[src/rtl/aligner_pkg.sv]
// Shared definitions for the bitstream frame aligner.
// Contents: FSM state encoding, default sync pattern, counter widths,
// and a helper that shifts one bit pair into the word register.
package aligner_pkg;

    typedef enum logic [1:0] {
        ST_IDLE   = 2'd0,
        ST_HUNT   = 2'd1,
        ST_VERIFY = 2'd2,
        ST_LOCKED = 2'd3
    } state_t;

    localparam logic [11:0] SYNC_WORD_DEF = 12'hB38;

    localparam int PHASE_W = 3;
    localparam int CNT_W   = 4;
    localparam int IDX_W   = 8;

    // Pair index of the sixth (last) pair of a 12-bit word
    localparam logic [PHASE_W-1:0] PHASE_LAST = 3'd5;

    // New pairs enter at the top, so after six pairs the first one sits in bits [1:0]
    function automatic logic [11:0] shift_pair(input logic [11:0] sr, input logic [1:0] pair);
        return {pair, sr[11:2]};
    endfunction

endpackage

[src/rtl/aligner_out_buf.sv]
// One-entry valid/ready holding register for aligned data words.
// Ports:
//   clk, rst        clock, asynchronous active-low reset
//   flush           clears the pending word (disable or lock loss)
//   load            a data word is offered this cycle
//   word, first     offered word and its first-of-frame flag
//   dout_ready      consumer accepts the held word
//   dout, dout_valid, frame_start   held word, its valid flag and qualifier
//   overflow        sticky: an offered word found the buffer occupied
module aligner_out_buf (
    input  logic        clk,
    input  logic        rst,
    input  logic        flush,
    input  logic        load,
    input  logic [11:0] word,
    input  logic        first,
    input  logic        dout_ready,
    output logic [11:0] dout,
    output logic        dout_valid,
    output logic        frame_start,
    output logic        overflow
);

    logic [11:0] dout_r;
    logic        valid_r;
    logic        first_r;
    logic        ovf_r;

    // Holding register: a word loads when the slot is free or drains on this same edge
    always_ff @(posedge clk or negedge rst) begin
        if (!rst) begin
            dout_r  <= 12'd0;
            valid_r <= 1'b0;
            first_r <= 1'b0;
            ovf_r   <= 1'b0;
        end else if (flush) begin
            valid_r <= 1'b0;
            first_r <= 1'b0;
        end else if (load) begin
            if (!valid_r || dout_ready) begin
                dout_r  <= word;
                valid_r <= 1'b1;
                first_r <= first;
            end else begin
                ovf_r   <= 1'b1;
            end
        end else if (valid_r && dout_ready) begin
            valid_r <= 1'b0;
        end else begin
            valid_r <= valid_r;
        end
    end

    assign dout        = dout_r;
    assign dout_valid  = valid_r;
    assign frame_start = first_r;
    assign overflow    = ovf_r;

endmodule

[src/rtl/bitstream_frame_aligner.sv]
// Aligns a 2-bit/cycle bitstream into 12-bit words framed by a sync word.
// Hunts for the sync word at any pair phase, verifies it over LOCK_CNT
// frames, then delivers FRAME_WORDS data words per frame through a
// one-entry output buffer; UNLOCK_CNT consecutive sync misses drop lock.
// Ports:
//   clk, rst            clock, asynchronous active-low reset
//   enable              run enable; low returns to IDLE
//   din, din_en         serial bit pair and its valid
//   dout, dout_valid, dout_ready, frame_start   word output handshake
//   locked, state       lock indication and FSM state
//   overflow            sticky word-drop flag
module bitstream_frame_aligner
    import aligner_pkg::*;
#(
    parameter logic [11:0] SYNC_WORD   = SYNC_WORD_DEF,
    parameter int          LOCK_CNT    = 3,
    parameter int          UNLOCK_CNT  = 2,
    parameter int          FRAME_WORDS = 4
) (
    input  logic        clk,
    input  logic        rst,
    input  logic        enable,
    input  logic [1:0]  din,
    input  logic        din_en,
    output logic [11:0] dout,
    output logic        dout_valid,
    input  logic        dout_ready,
    output logic        frame_start,
    output logic        locked,
    output logic [1:0]  state,
    output logic        overflow
);

    localparam logic [CNT_W-1:0] LOCK_C   = CNT_W'(LOCK_CNT);
    localparam logic [CNT_W-1:0] UNLOCK_C = CNT_W'(UNLOCK_CNT);
    localparam logic [IDX_W-1:0] IDX_LAST = IDX_W'(FRAME_WORDS);

    state_t             state_r, state_n_s;
    logic [11:0]        sr_r, sr_n_s, shifted_s;
    logic [PHASE_W-1:0] phase_r, phase_n_s, phase_wrap_s;
    logic [CNT_W-1:0]   good_r, good_n_s, good_inc_s;
    logic [CNT_W-1:0]   miss_r, miss_n_s, miss_inc_s;
    logic [IDX_W-1:0]   idx_r, idx_n_s;
    logic               sync_hit_s;
    logic               load_s;
    logic               first_s;
    logic               flush_s;

    assign shifted_s    = shift_pair(sr_r, din);
    assign sync_hit_s   = (shifted_s == SYNC_WORD);
    assign phase_wrap_s = (phase_r == PHASE_LAST) ? 3'd0 : phase_r + 3'd1;
    assign good_inc_s   = good_r + 4'd1;
    assign miss_inc_s   = miss_r + 4'd1;

    // Next-state, shift register, counters and output-buffer requests
    always_comb begin
        state_n_s = state_r;
        sr_n_s    = sr_r;
        phase_n_s = phase_r;
        good_n_s  = good_r;
        miss_n_s  = miss_r;
        idx_n_s   = idx_r;
        load_s    = 1'b0;
        first_s   = 1'b0;
        flush_s   = 1'b0;
        if (!enable) begin
            state_n_s = ST_IDLE;
            sr_n_s    = 12'd0;
            phase_n_s = 3'd0;
            good_n_s  = 4'd0;
            miss_n_s  = 4'd0;
            idx_n_s   = 8'd0;
            flush_s   = 1'b1;
        end else begin
            case (state_r)
                ST_IDLE: begin
                    state_n_s = ST_HUNT;
                    sr_n_s    = 12'd0;
                    phase_n_s = 3'd0;
                    good_n_s  = 4'd0;
                    miss_n_s  = 4'd0;
                    idx_n_s   = 8'd0;
                end
                ST_HUNT: begin
                    if (din_en) begin
                        sr_n_s = shifted_s;
                        // Every pair is a candidate alignment; the sync just seen is slot 0
                        if (sync_hit_s) begin
                            state_n_s = (LOCK_CNT > 1) ? ST_VERIFY : ST_LOCKED;
                            phase_n_s = 3'd0;
                            good_n_s  = 4'd1;
                            miss_n_s  = 4'd0;
                            idx_n_s   = 8'd1;
                        end else begin
                            phase_n_s = phase_wrap_s;
                        end
                    end else begin
                        sr_n_s = sr_r;
                    end
                end
                ST_VERIFY, ST_LOCKED: begin
                    if (din_en) begin
                        sr_n_s    = shifted_s;
                        phase_n_s = phase_wrap_s;
                        if (phase_r == PHASE_LAST) begin
                            idx_n_s = (idx_r == IDX_LAST) ? 8'd0 : idx_r + 8'd1;
                            if (idx_r != 8'd0) begin
                                // Data slot: only delivered once locked
                                load_s  = (state_r == ST_LOCKED);
                                first_s = (idx_r == 8'd1);
                            end else if (state_r == ST_VERIFY) begin
                                if (sync_hit_s) begin
                                    good_n_s = good_inc_s;
                                    if (good_inc_s == LOCK_C) begin
                                        state_n_s = ST_LOCKED;
                                        miss_n_s  = 4'd0;
                                    end else begin
                                        state_n_s = ST_VERIFY;
                                    end
                                end else begin
                                    state_n_s = ST_HUNT;
                                    good_n_s  = 4'd0;
                                end
                            end else begin
                                if (sync_hit_s) begin
                                    miss_n_s = 4'd0;
                                end else begin
                                    miss_n_s = miss_inc_s;
                                    // Alignment is kept until the miss budget is exhausted
                                    if (miss_inc_s == UNLOCK_C) begin
                                        state_n_s = ST_HUNT;
                                        miss_n_s  = 4'd0;
                                        good_n_s  = 4'd0;
                                        flush_s   = 1'b1;
                                    end else begin
                                        state_n_s = ST_LOCKED;
                                    end
                                end
                            end
                        end else begin
                            idx_n_s = idx_r;
                        end
                    end else begin
                        sr_n_s = sr_r;
                    end
                end
                default: begin
                    state_n_s = ST_IDLE;
                end
            endcase
        end
    end

    // State, shift register and frame counters
    always_ff @(posedge clk or negedge rst) begin
        if (!rst) begin
            state_r <= ST_IDLE;
            sr_r    <= 12'd0;
            phase_r <= 3'd0;
            good_r  <= 4'd0;
            miss_r  <= 4'd0;
            idx_r   <= 8'd0;
        end else begin
            state_r <= state_n_s;
            sr_r    <= sr_n_s;
            phase_r <= phase_n_s;
            good_r  <= good_n_s;
            miss_r  <= miss_n_s;
            idx_r   <= idx_n_s;
        end
    end

    aligner_out_buf u_out_buf (
        .clk         (clk),
        .rst         (rst),
        .flush       (flush_s),
        .load        (load_s),
        .word        (shifted_s),
        .first       (first_s),
        .dout_ready  (dout_ready),
        .dout        (dout),
        .dout_valid  (dout_valid),
        .frame_start (frame_start),
        .overflow    (overflow)
    );

    assign state  = state_r;
    assign locked = (state_r == ST_LOCKED);

endmodule

[config.mk]
export PLATFORM = sky130hd
export DESIGN_NAME = bitstream_frame_aligner
export DESIGN_NICKNAME = d
export VERILOG_FILES = /design/src/rtl/aligner_pkg.sv /design/src/rtl/aligner_out_buf.sv /design/src/rtl/bitstream_frame_aligner.sv
export SDC_FILE = /design/constraint.sdc
export NUM_CORES = 1
export LEC_CHECK = 0
export BUFFER_PORTS_ARGS = -buffer_cell sky130_fd_sc_hd__buf_4
export CAP_MARGIN = 20
export CORE_UTILIZATION = 50
export DETAILED_ROUTE_END_ITERATION = 12
export PLACE_DENSITY = 0.77
export SYNTH_ARGS = -nofsm -noshare
export SYNTH_HDL_FRONTEND = slang
export SYNTH_HIERARCHICAL = 1
export SYNTH_SLANG_ARGS = --single-unit
[constraint.sdc]
create_clock -name clk -period 2.6 [get_ports clk]
set_input_delay 0.26 -clock clk [delete_from_list [all_inputs] [get_ports clk]]
set_output_delay 0.26 -clock clk [all_outputs]
set_load 0.02 [all_outputs]
; After elaboration in Yosys (flattened, before gate mapping)
; Index checks and enable logic that the tools add are counted.
[totals]
in_bits = 7
ramBits = 0
rom_bits = 0
elab_cells = 131
ff_bits = 48
out_inout_bits = 18
latch_bits = 0
memories = 0
[op_classes]
multipliers = 0
n_reduce_logical = 19
bitwise = 2
shifts = 0
n_lt_le_gt_ge = 0
n_eq_ne = 20
addsub = 4
n_mux = 76
n_div = 0
[ops]
columns = cell, count
row1 = 4-bit 2-to-1 mux, 21
row2 = 8-bit 2-to-1 mux, 6
row3 = 1-bit 2-to-1 mux, 26
row4 = 12-bit 2-to-1 mux, 2
row5 = 12-bit one-hot mux with 2 select lines, 1
row6 = 4-bit one-hot mux with 3 select lines, 2
row7 = 8-bit one-hot mux with 3 select lines, 1
row8 = 2-bit 2-to-1 mux, 10
row9 = 4-bit != test (second input constant), 4
row10 = 3-bit 2-to-1 mux, 5
row11 = 3-bit != test (second input constant), 5
row12 = 7-bit AND reduction, 2
row13 = 12-bit == test (second input constant), 1
row14 = 3-bit one-hot mux with 3 select lines, 1
row15 = 4-bit by 1-bit adder with 4-bit output (second input constant), 2
row16 = 8-bit by 1-bit adder with 8-bit output (second input constant), 1
row17 = 4-bit by 2-bit == test with 1-bit output (second input constant), 2
row18 = 8-bit by 1-bit == test with 1-bit output (second input constant), 1
row19 = 8-bit by 3-bit == test with 1-bit output (second input constant), 1
row20 = 8-bit nonzero test, 1
row21 = 2-bit one-hot mux with 3 select lines, 1
row22 = 2-bit AND reduction, 3
row23 = 3-bit AND reduction, 2
row24 = 6-bit AND reduction, 1
row25 = 16 further kinds, 19

; Depth between registers and ports, before layout
; Gate-level depths: netlist (run 1).
[depth]
ltp_word = 12
depth_mapped = 9
ltp_nobuf = 8

; By module
; Netlist (run 1), hierarchy kept.
[by_module_without_submodules]
columns = module, n_inst, area_each_um2, seq_area_each_um2, cells_each
row1 = bitstream_frame_aligner, 1, 1915.6, 775.7, 200
row2 = aligner_out_buf, 1, 639.4, 375.4, 38

; Worst setup path after synthesis (run 1)
; No wires, ideal clock.
[synth_path]
path_kind = reg2reg
start = reg miss_r[0]
end = reg u_out_buf.dout_r[0], in the netlist u_out_buf/dout[0]
arrival_time_ps = 2635
slack_ps = -160
required_time_ps = 2475
path_stages_with_launch = 9
period_less_slack_ps = 2760
n_path_buf = 1
setup_time_ps = 125
cell_sequence = dfrtp_1 > ha_1 > or4b_1 > o31ai_1 > nand2_1 > o41ai_1 > nor3_4 > buf_12 > mux2_4
[synth_between]
elab_chain_cells = 12
[synth_rtl]
columns = item, line_no
row1 = from (decl), bitstream_frame_aligner.sv:42  ; logic [CNT_W-1:0] miss_r, miss_n_s, miss_inc_s;
row2 = from (signal assigned), bitstream_frame_aligner.sv:168  ; miss_r <= miss_n_s;
row3 = 4-bit by 1-bit adder with 4-bit output, bitstream_frame_aligner.sv:53  ; assign miss_inc_s = miss_r + 4'd1;
row4 = 4-bit by 2-bit == test with 1-bit output, bitstream_frame_aligner.sv:130  ; if (miss_inc_s == UNLOCK_C) begin
row5 = 1-bit 2-to-1 mux, bitstream_frame_aligner.sv:130
row6 = 1-bit 2-to-1 mux, bitstream_frame_aligner.sv:125  ; if (sync_hit_s) begin
row7 = 1-bit 2-to-1 mux, bitstream_frame_aligner.sv:111  ; end else if (state_r == ST_VERIFY) begin
row8 = 1-bit 2-to-1 mux, bitstream_frame_aligner.sv:107  ; if (idx_r != 8'd0) begin
row9 = 1-bit 2-to-1 mux, bitstream_frame_aligner.sv:105  ; if (phase_r == PHASE_LAST) begin
row10 = 1-bit 2-to-1 mux, bitstream_frame_aligner.sv:102  ; if (din_en) begin
row11 = 1-bit 2-to-1 mux, bitstream_frame_aligner.sv:75  ; case (state_r)
row12 = 1-bit 2-to-1 mux, bitstream_frame_aligner.sv:66  ; if (!enable) begin
row13 = via flush_s, bitstream_frame_aligner.sv:47  ; logic flush_s;
row14 = 1-bit NOT (no source line), n/a
row15 = 3-bit AND reduction (no source line), n/a
row16 = to (signal assigned), aligner_out_buf.sv:41  ; dout_r <= word;
row17 = to (decl), aligner_out_buf.sv:24  ; logic [11:0] dout_r;
; The timed path passes the listed nets, and every way through them passes these cells.
; A chain may end at the register's enable or synchronous reset.

; Final worst setup path (run 1)
[layout_path]
start = reg miss_r[0]
end = reg u_out_buf.dout_r[11], in the netlist u_out_buf/dout[11]
; The elaborated chain is that of the path after synthesis.

==> out/results.txt, run 1 <==
Post-synthesis net count: 252
Main combinational cell family by area after synthesis: simple AND/OR/NAND/NOR gates
Die Y: 73.5 µm
Synth Warn #: 6
GP Congestion: 0.764
Post-Syn Area: 2550 µm²
Starting Density: 0.530
FFs w/ async S/R, synth: 1.00
Total power: 1.94 mW
CTS tree: yes
# DRC: 0
Count leader, synth: dfrtp_1
Vias in the first global route: 1741
P per Cell Area: 651 nW/µm²
RSZ-0062 raised after global routing: false
Setup TNS Final: 0 ps
CTS Buf Count: 5
Total gr overflow: 0
GRT Util Overall: 0.201
Clk root buf: clkbuf_8
Filler cells: 419
Area share of the largest cell type after synthesis: 0.451
Setup violators final: 0
Mapped Cells: 238
Chip Width: 73.5 µm
Maximum clock path buffer count: 2
Compound-Gate Fraction of Synth Area: 0.132
EDFF count, synth: 0
Avg WL per Cell: 15.1 µm
Fin. Hold Viols: 0
Worst Setup Start Kind: flip-flop
Primary FF master, synth: dfrtp_1
Row count: 25
Number of routed nets with antenna violations: 0
Area Overhead vs Synth: 16.7%
Clock network fraction of total power: 0.231
Synth Area in XOR/XNOR: 0.00343
Required @ worst endpoint: 2790 ps
Post-route clock period utilization: 0.964
#FFs+latches synth: 46
Peak supply drop: 0.387 mV
H-tree depth: 2
Status: complete, no violations
Clock skew: 3.97 ps
Tmin final: 2510 ps
Crit end category: flip-flop
Critical setup path kind: reg -> reg
Clock Sinks: 46
Sequential-to-total area share from yosys stat: 0.451
Clk slew on worst S/H paths: 90 ps
IO Count: 25
DRT iter0 DRCs: 95
Leakage: 1.40 nW
Crit Path Max Fanout: 12
Mux contribution to synthesized area: 0.132
Final HPWL DP: 3660 µm
Synth Area in Simple Gates: 0.208
Share of cells above drive strength 1: 0.267
Syn_area_per_cell: 10.7 µm²
Area contributors post-synth: dfrtp_1, mux2_4, mux2i_1
Largest net degree at the start of global routing: 47
Adder-Cell Fraction of Synth Area: 0.0343
Worst-margin pin slew: 567 ps
Design internal power: 1.22 mW
# port buffers: 24
Via-to-Cell Ratio: 5.60
Sequential Power Share: 0.417
Fin nets: 286
Sw Ratio: 0.369
Clk_lat worst skew: 300 ps
Final Util: 0.619
Max-cap violations: 0
Comb pwr share: 0.352
Initial antenna violation count: 0
Worst min path class: in -> reg
Distinct cells, synth: 57
Psw: 0.716 mW
Pre-antenna DRT Iters: 4
Top post-synthesis cells by count: dfrtp_1, nor2_1, nand2_1
Routed Wire Length: 5130 µm
Peak Freq: 399 MHz
Worst slew margin: 0.622
First-pass GRT wire length: 8210 µm
Via count: 1905
# diodes: 0
Core ar.: 4820 µm²
Final Slew Violations: 0
Crit path DAT: 2700 ps
Yosys top cell by area: dfrtp_1
Die area: 5400 µm²
==> worst max-delay path, stage by stage, from the launching register on <==
cell     delay, ps
dfrtp_1        450
ha_1           250
or4b_1         470
o31ai_1        130
nand2_1        160
o41ai_4        390
nor3_4          90
buf_12         160
mux2_4         300
==> sequential cells by signal (all words and copies together), names as in the netlist <==
signal,cells
good_r,4
state,2
phase_r,3
miss_r,4
u_out_buf/frame_start,1
sr_r,10
idx_r,8
u_out_buf/overflow,1
u_out_buf/dout_valid,1
u_out_buf/dout,12
==> logic make-up (layout without fill, tap and decap cells) <==
| family | count (synthesis) | count (layout) |
|---|---|---|
| simple gates | 88 | 88 |
| compound gates | 48 | 48 |
| flops | 46 | 46 |
| mux | 28 | 28 |
| buf+inv | 20 | 55 |
| fa+ha+maj | 7 | 7 |
| xor+xnor | 1 | 1 |
==> repair_timing <==
action                     CTS  global route
setup endpoints to repair    2            12
resized for setup            0             1
pin swaps                    1             2
hold endpoints to repair    46             0
hold buffers                 1             0
setup buffers                0             1
==> power groups by stage <==
stage	sequential, mW	clock, mW	combinational [mW]
after detailed placement	0.823	0	0.669
after global placement	0.817	0	0.664
after global routing	0.816	0.493	0.745
final	0.809	0.448	0.683
after floorplan	0.839	0	0.436
after CTS	0.809	0.462	0.675
==> metrics by stage <==
stage / hold slack, ps / std cells / setup WS, ps / cell area (µm²)
finish: 203 / 340 / 93.7 / 2980
global route: 198 / 340 / 17.8 / 2980
global placement: 295 / 330 / 85.7 / 2850
detailed placement: 296 / 330 / -3.82 / 2850
CTS: 203 / 339 / 31.8 / 2950
floorplan: -35.6 / 238 / 53.1 / 2560
==> placed cells by master (no fill, tap or decap), types with 5 or more instances in the layout <==
cell type,n
mux2_4,10
mux2i_1,12
and3_1,5
buf_4,35
nor2_1,22
nand2_1,16
ha_1,7
nand3_1,10
inv_1,9
o21ai_0,12
clkbuf_8,5
dfrtp_1,46
a21oi_1,9
or3_1,5
a31oi_1,5
==> final cells by class <==
cell class	instances	area [µm²]	area share
timing repair buffer	37	293	0.0982
clock inverter	3	25.0	0.00840
sequential	46	1150	0.386
inverter	10	37.5	0.0126
tap	67	83.8	0.0281
multi-input combinational	172	1320	0.443
clock buffer	5	68.8	0.0231
==> per-layer routing <==
layer / global-route usage / part of all wire / up-vias
met5: 0 / 0 / -
met4: 0.0705 / 0.011 / 0
met3: 0.0288 / 0.024 / 5
met2: 0.325 / 0.49 / 28
met1: 0.276 / 0.48 / 932
li1: - / - / 940
==> final timing paths <==
kind,start,endpoint,slack (ps),cells past startpoint
max in group asynchronous,rst,state[1],1720,2
worst max-delay path,miss_r[0],u_out_buf/dout[11],90,8
min in group asynchronous,rst,idx_r[3],490,2
worst min register to register,u_out_buf/overflow,u_out_buf/overflow,480,1
worst min-delay path,din[0],u_out_buf/dout[10],200,2
worst max register to register,miss_r[0],u_out_buf/dout[11],90,8
(Power assumes the default switching activity.)
==> inputs of run 2 (changes only) <==
--- a/config.mk
+++ b/config.mk
@@ -12,5 +12,4 @@
 export PLACE_DENSITY = 0.77
 export SYNTH_ARGS = -nofsm -noshare
 export SYNTH_HDL_FRONTEND = slang
-export SYNTH_HIERARCHICAL = 1
 export SYNTH_SLANG_ARGS = --single-unit
==> run 2 against run 1 <==
  * Sequential power is 4.2% higher
  * Utilization is 0.71 points lower
  * Critical path depth down 2
  * Sequential share of layout area is 3.4 points higher
  * Flip-flop and latch count unchanged
  * Critical path type unchanged
  * Largest power group unchanged
  * Global-route usage is 0.79 points higher
  * The flow now finishes with violations (design-rule violations)
  * Synthesized cell count decreased by 2.9%
  * Die area down 6.1%
  * Combinational power is 35% lower
==> out/results.txt, run 2 <==
Status: finished, violations left
Failing checks: design-rule violations
Area share of the largest cell type after synthesis: 0.481 (+0.0301)
# diodes: 0 (unchanged)
Mapped Cells: 231 (-2.9%)
Row count: 24 (-4.0%)
Die area: 5070 µm² (-6.1%)
R2R depth: 6 (-2)
Primary FF master, synth: dfrtp_1
Share of cells above drive strength 1: 0.224 (-0.0435)
Psw: 0.601 mW (-16%)
Post-route clock period utilization: 0.910 (-0.0536)
CTS resizes: 0 (unchanged)
Clk slew on worst S/H paths: 90 ps (about the same)
Via-to-Cell Ratio: 5.97 (+6.6%)
Area contributors post-synth: dfrtp_1, mux2_2, o21ai_0
Clk root buf: clkbuf_8
Via count: 1857 (-2.5%)
Largest net degree at the start of global routing: 47 (unchanged)
Chip Width: 71.2 µm (-3.1%)
DRT iter0 DRCs: 79 (-17%)
Worst slew margin: 0.505 (-0.118)
Final Util: 0.612 (-0.00712)
Starting Density: 0.535 (+0.00485)
CTS tree: yes
Fin nets: 272 (-4.9%)
P per Cell Area: 635 nW/µm² (-2.5%)
Crit Path Max Fanout: 7 (-5)
FFs w/ async S/R, synth: 1.00 (unchanged)
Initial antenna violation count: 0 (unchanged)
Worst Hold Depth: 2 (unchanged)
Worst-margin pin slew: 735 ps (+169 ps)
Post-synthesis net count: 245 (-2.8%)
Post-DP Area: 2630 µm² (-7.5%)
First-pass GRT wire length: 8210 µm (unchanged)
GP Congestion: 0.847 (+11%)
Avg WL per Cell: 15.8 µm (+4.8%)
Number of flip-flops in the largest register: 12 (unchanged)
Setup violators final: 0 (unchanged)
Cts hold-fix bufs: 1 (unchanged)
Crit end category: flip-flop
Leakage: 1.29 nW (-8.0%)
Filler cells: 383 (-8.6%)
Footprint of the multi-input gates: 1180 µm² (-11%)
Sequential Power Share: 0.485 (+0.068)
Critical hold path startpoint: din[0]
Tmin final: 2370 ps (-139 ps)
Post-Syn Area: 2390 µm² (-6.3%)
H-tree depth: 2 (unchanged)
Vias in the first global route: 1792 (+2.9%)
CTS Buf Count: 5 (unchanged)
Total gr overflow: 0 (unchanged)
Most frequent cells in the layout: dfrtp_1, buf_4, o21ai_0
Critical setup path kind: reg -> reg
Worst min path class: in -> reg
Required @ worst endpoint: 2790 ps (about the same)
Count leader, synth: dfrtp_1
Fin. Hold Viols: 0 (unchanged)
Final Slew Violations: 0 (unchanged)
Comb pwr share: 0.257 (-0.095)
Critical Path Start: miss_r[0]
Worst flop-to-flop path startpoint: miss_r[0]
Postcts setup bufs: 0 (unchanged)
Max-cap violations: 0 (unchanged)
Area Overhead vs Synth: 14.3%
Clk_lat worst skew: 300 ps (about the same)
Clock network fraction of total power: 0.258 (+0.027)
Clock Sinks: 46 (unchanged)
RSZ-0062 raised after global routing: false
Final Cell Area: 2740 µm² (-8.2%)
Total power: 1.74 mW (-10%)
GRT Util Overall: 0.209 (+0.00789)
Sw Ratio: 0.346 (-0.0232)
Yosys top cell by area: dfrtp_1
EDFF count, synth: 0 (unchanged)
Peak supply drop: 0.437 mV (+13%)
Setup WS pre-CTS: 256 ps (+260 ps)
Pre-antenna DRT Iters: 8 (+4)
Number of routed nets with antenna violations: 0 (unchanged)
Peak Freq: 423 MHz (+5.9%)
# port buffers: 24 (unchanged)
Clock skew: 9.62 ps (+5.66 ps)
Die Y: 71.2 µm (-3.1%)
Syn_area_per_cell: 10.4 µm² (-3.4%)
Top post-synthesis cells by count: dfrtp_1, o21ai_0, nor2_1
Routed Wire Length: 4920 µm (-4.1%)
Design internal power: 1.14 mW (-7.2%)
Core ar.: 4470 µm² (-7.1%)
Distinct cells, synth: 47 (-18%)
# DRC: 1 (+1)
Most common cell after layout, fill and taps aside: dfrtp_1
#FFs+latches synth: 46 (unchanged)
Register area: 1150 µm² (unchanged)
Maximum clock path buffer count: 2 (unchanged)
Crit path DAT: 2550 ps (-150 ps)
Sequential-to-total area share from yosys stat: 0.481 (+0.0301)
Final HPWL DP: 3440 µm (-6.1%)
Final setup margin: 233 ps (+139 ps)
Setup TNS Final: 0 ps (unchanged)
Synth Warn #: 0 (-6)
IO Count: 25 (unchanged)
Worst Setup Start Kind: flip-flop
## run 2: cell count changes in the layout (fill, tap and decap cells not counted), sizes merged, moves of 3 or more
cell / previous run / this run
nor2: 22 / 19
inv: 11 / 8
o31ai: 4 / 10
mux2: 16 / 13
buf: 36 / 27
a21oi: 10 / 6
or4b: 1 / 4
a31oi: 6 / 1
o21ai: 13 / 23
and3: 5 / 2
## run 2: per-layer routing
metal	vias up	routed length, µm	track usage
met4	0	24	0.0533
met3	2	132	0.0470
li1	898	-	-
met5	-	0	0
met1	918	2310	0.265
met2	39	2450	0.362
## run 2: path summary, 6_finish.rpt
path,slack [ps],to
max in group asynchronous,1700,phase_r[2]
worst max register to register,230,good_r[3]
min in group asynchronous,490,idx_r[5]
worst min register to register,520,u_out_buf.dout[4]
worst max-delay path,230,good_r[3]
worst min-delay path,220,u_out_buf.dout[10]
## run 2: cell families (layout without fill, tap and decap cells)
group	after synthesis	in the layout	share of synthesized area
flip-flops	46	46	0.481
multiplexers	24	24	0.107
AO/OA/AOI/OAI	56	56	0.155
adder cells (fa/ha/maj)	7	7	0.0366
AND/OR/NAND/NOR	82	82	0.195
buffers and inverters	16	44	0.0256
## run 2: final cells by class
cell class              instances  area share
multi-input cells             169       0.432
flip-flops and latches         46       0.421
repair buffers                 28      0.0777
clock buffers                   6      0.0302
well taps                      52      0.0238
inverters                       8      0.0110
clock inverters                 2     0.00457
## run 2: power groups by stage
stage,clock (mW),sequential [mW],combinational [mW]
after floorplan,0,0.829,0.319
after global placement,0,0.852,0.430
after detailed placement,0,0.855,0.440
after CTS,0.458,0.840,0.446
after global routing,0.495,0.852,0.491
final,0.448,0.843,0.446
## run 2: worst max-delay path: stages (launching register included)
cell	delay, ps
dfrtp_1	440
ha_1	260
or4b_2	610
o31ai_1	160
a21oi_1	180
or2_1	290
a211o_1	310
## run 2: stage by stage
step,instances,hold slack (ps)
floorplan,231,-35.6
global placement,302,299
detailed placement,302,295
CTS,311,216
global route,311,218
finish,311,221
==> inputs of run 3 (changes only) <==
--- a/config.mk
+++ b/config.mk
@@ -5,11 +5,11 @@
 export SDC_FILE = /design/constraint.sdc
 export NUM_CORES = 1
 export LEC_CHECK = 0
-export BUFFER_PORTS_ARGS = -buffer_cell sky130_fd_sc_hd__buf_4
 export CAP_MARGIN = 20
 export CORE_UTILIZATION = 50
 export DETAILED_ROUTE_END_ITERATION = 12
-export PLACE_DENSITY = 0.77
+export DONT_BUFFER_PORTS = 1
+export PLACE_DENSITY = 0.73
 export SYNTH_ARGS = -nofsm -noshare
 export SYNTH_HDL_FRONTEND = slang
 export SYNTH_SLANG_ARGS = --single-unit
==> run 3 against run 2 <==
  * Die area unchanged
  * Worst setup slack worse by 11 ps
  * Combinational power is 3% lower
  * Utilization shrank 2.8 points
  * Largest cell class unchanged
  * Critical path depth stayed put
  * Highest routed layer unchanged
  * Clock skew shrank 4.0 ps
  * The run still ends with design-rule violations left
  * Worst hold slack got worse by 110 ps
  * Clock-buffer cell count fell by 1
  * Sequential share of layout area rose by 2.0 points
  * Global-route usage down 0.054 points
==> out/results.txt, run 3 (synthesis results as in run 2) <==
Failing checks: design-rule violations
# diodes: 0 (unchanged)
Final Cell Area: 2610 µm² (-4.5%)
Worst slew margin: 0.575 (+0.0699)
CTS Buf Count: 5 (unchanged)
Post-DP Area: 2470 µm² (-6.3%)
Setup TNS Final: 0 ps (unchanged)
Clk slew on worst S/H paths: 90 ps (about the same)
Post-route clock period utilization: 0.915 (+0.00431)
Crit end category: flip-flop
DRT iter0 DRCs: 117 (+48%)
Via-to-Cell Ratio: 6.11 (+2.3%)
# port buffers: 0 (-100%)
Area Overhead vs Synth: 9.09%
Slowest-stage cell, CP: or4b_2
Register area: 1150 µm² (unchanged)
Worst path cell trace: ha_1 > or4b_2 > o31ai_1 > a21oi_1 > or2_1 > a211o_1
H-tree depth: 2 (unchanged)
Required @ worst endpoint: 2790 ps (about the same)
Filler cells: 374 (-2.3%)
Vias in the first global route: 1705 (-4.9%)
CTS resizes: 0 (unchanged)
Row count: 24 (unchanged)
Clock skew: 5.66 ps (-3.96 ps)
RSZ-0062 raised after global routing: false
Crit path DAT: 2570 ps (+20 ps)
Routed Wire Length: 4660 µm (-5.3%)
CTS tree: yes
Die area: 5070 µm² (unchanged)
Starting Density: 0.535 (unchanged)
Most common cell after layout, fill and taps aside: dfrtp_1
Pre-antenna DRT Iters: 8 (unchanged)
Maximum clock path buffer count: 2 (unchanged)
Fin nets: 251 (-7.7%)
Avg WL per Cell: 16.1 µm (+1.6%)
Max-cap violations: 0 (unchanged)
GP Congestion: 0.761 (-10%)
Share of cells above drive strength 1: 0.155 (-0.0685)
Via count: 1771 (-4.6%)
Clock network fraction of total power: 0.292 (+0.034)
Largest net degree at the start of global routing: 47 (unchanged)
P per Cell Area: 687 nW/µm² (+8.2%)
Setup violators final: 0 (unchanged)
Sw Ratio: 0.331 (-0.0149)
Clk root buf: clkbuf_8
Worst min path class: in -> reg
Footprint of the multi-input gates: 1180 µm² (unchanged)
# DRC: 1 (unchanged)
Worst Setup Start Kind: flip-flop
Sequential Power Share: 0.467 (-0.018)
Clock Sinks: 46 (unchanged)
Comb pwr share: 0.241 (-0.016)
R2R Setup Slk: 220 ps (about the same)
IO Count: 25 (unchanged)
Leakage: 1.20 nW (-7.2%)
Peak supply drop: 0.391 mV (-10%)
Crit Path Max Fanout: 7 (unchanged)
Core ar.: 4470 µm² (unchanged)
Most frequent cells in the layout: dfrtp_1, o21ai_0, nor2_1
Number of flip-flops in the largest register: 12 (unchanged)
Crit-path max cell delay: 610 ps (about the same)
Chip Width: 71.2 µm (unchanged)
Number of routed nets with antenna violations: 0 (unchanged)
First-pass GRT wire length: 8220 µm (about the same)
Clk_lat worst skew: 290 ps (about the same)
Top Family by Delay on Critical Path: simple AND/OR/NAND/NOR gates
Tmin final: 2380 ps (+11.2 ps)
Status: finished, violations left
Initial antenna violation count: 0 (unchanged)
Total gr overflow: 0 (unchanged)
Psw: 0.594 mW (-1.1%)
Fin. Hold Viols: 0 (unchanged)
Postcts setup bufs: 0 (unchanged)
Design internal power: 1.20 mW (+5.7%)
Worst-margin pin slew: 631 ps (-104 ps)
Peak Freq: 421 MHz (-0.47%)
Final HPWL DP: 3270 µm (-4.9%)
Critical setup path kind: reg -> reg
Final Slew Violations: 0 (unchanged)
Cts hold-fix bufs: 2 (+1)
CP bufs+invs: 0 (unchanged)
GRT Util Overall: 0.209 (-0.000535)
Die Y: 71.2 µm (unchanged)
## run 3: cell count changes in the layout (fill, tap and decap cells not counted), sizes merged
cell      change
bufinv        +1
buf          -21
clkinv        +1
clkinvlp      -1
clkbuf        -1
## run 3: per-stage QoR
step	hold slack (ps)	instances	setup WS, ps	total power [mW]	utilization
floorplan	-35.6	231	423	1.15	-
global placement	-34.7	280	328	1.25	0.551
detailed placement	-34.7	280	262	1.26	0.551
CTS	99.8	290	236	1.81	0.584
global route	89.9	290	124	1.90	0.584
finish	109	290	222	1.79	0.584
## run 3: cell type report
type                       count  area share
timing repair buffer           7      0.0287
clock inverter                 3      0.0153
clock buffer                   5      0.0263
multi-input combinational    169       0.453
tap                           52      0.0249
sequential                    46       0.441
inverter                       8      0.0115
## run 3: worst reg2reg max path: stages, from the launching register on
cell,delay (ps)
dfrtp_1,450
ha_1,260
or4b_2,610
o31ai_1,160
a21oi_1,190
or2_1,300
a211o_1,300
## run 3: metal layers
layer,wire [µm],vias up,track usage
met2,2220,42,0.315
met1,2120,856,0.293
met5,0,-,0
met3,264,8,0.0570
li1,-,865,-
met4,59,0,0.0667
## run 3: path summary, 6_finish.rpt
check	start	end	depth (start not counted)
max	miss_r[0]	good_r[3]	6
min	din[1]	u_out_buf.dout[11]	1
max reg2reg	miss_r[0]	good_r[3]	6
min reg2reg	miss_r[3]	miss_r[3]	1
max in group asynchronous	rst	u_out_buf.dout_valid	2
min in group asynchronous	rst	state[1]	2
## run 3: power groups by stage
stage | Clock, mW | Sequential [mW] | Combinational, mW
2_1_floorplan | 0 | 0.829 | 0.319
3_3_place_gp | 0 | 0.849 | 0.406
3_5_place_dp | 0 | 0.852 | 0.407
4_1_cts | 0.540 | 0.837 | 0.435
5_1_grt | 0.569 | 0.848 | 0.482
6_report | 0.523 | 0.838 | 0.433
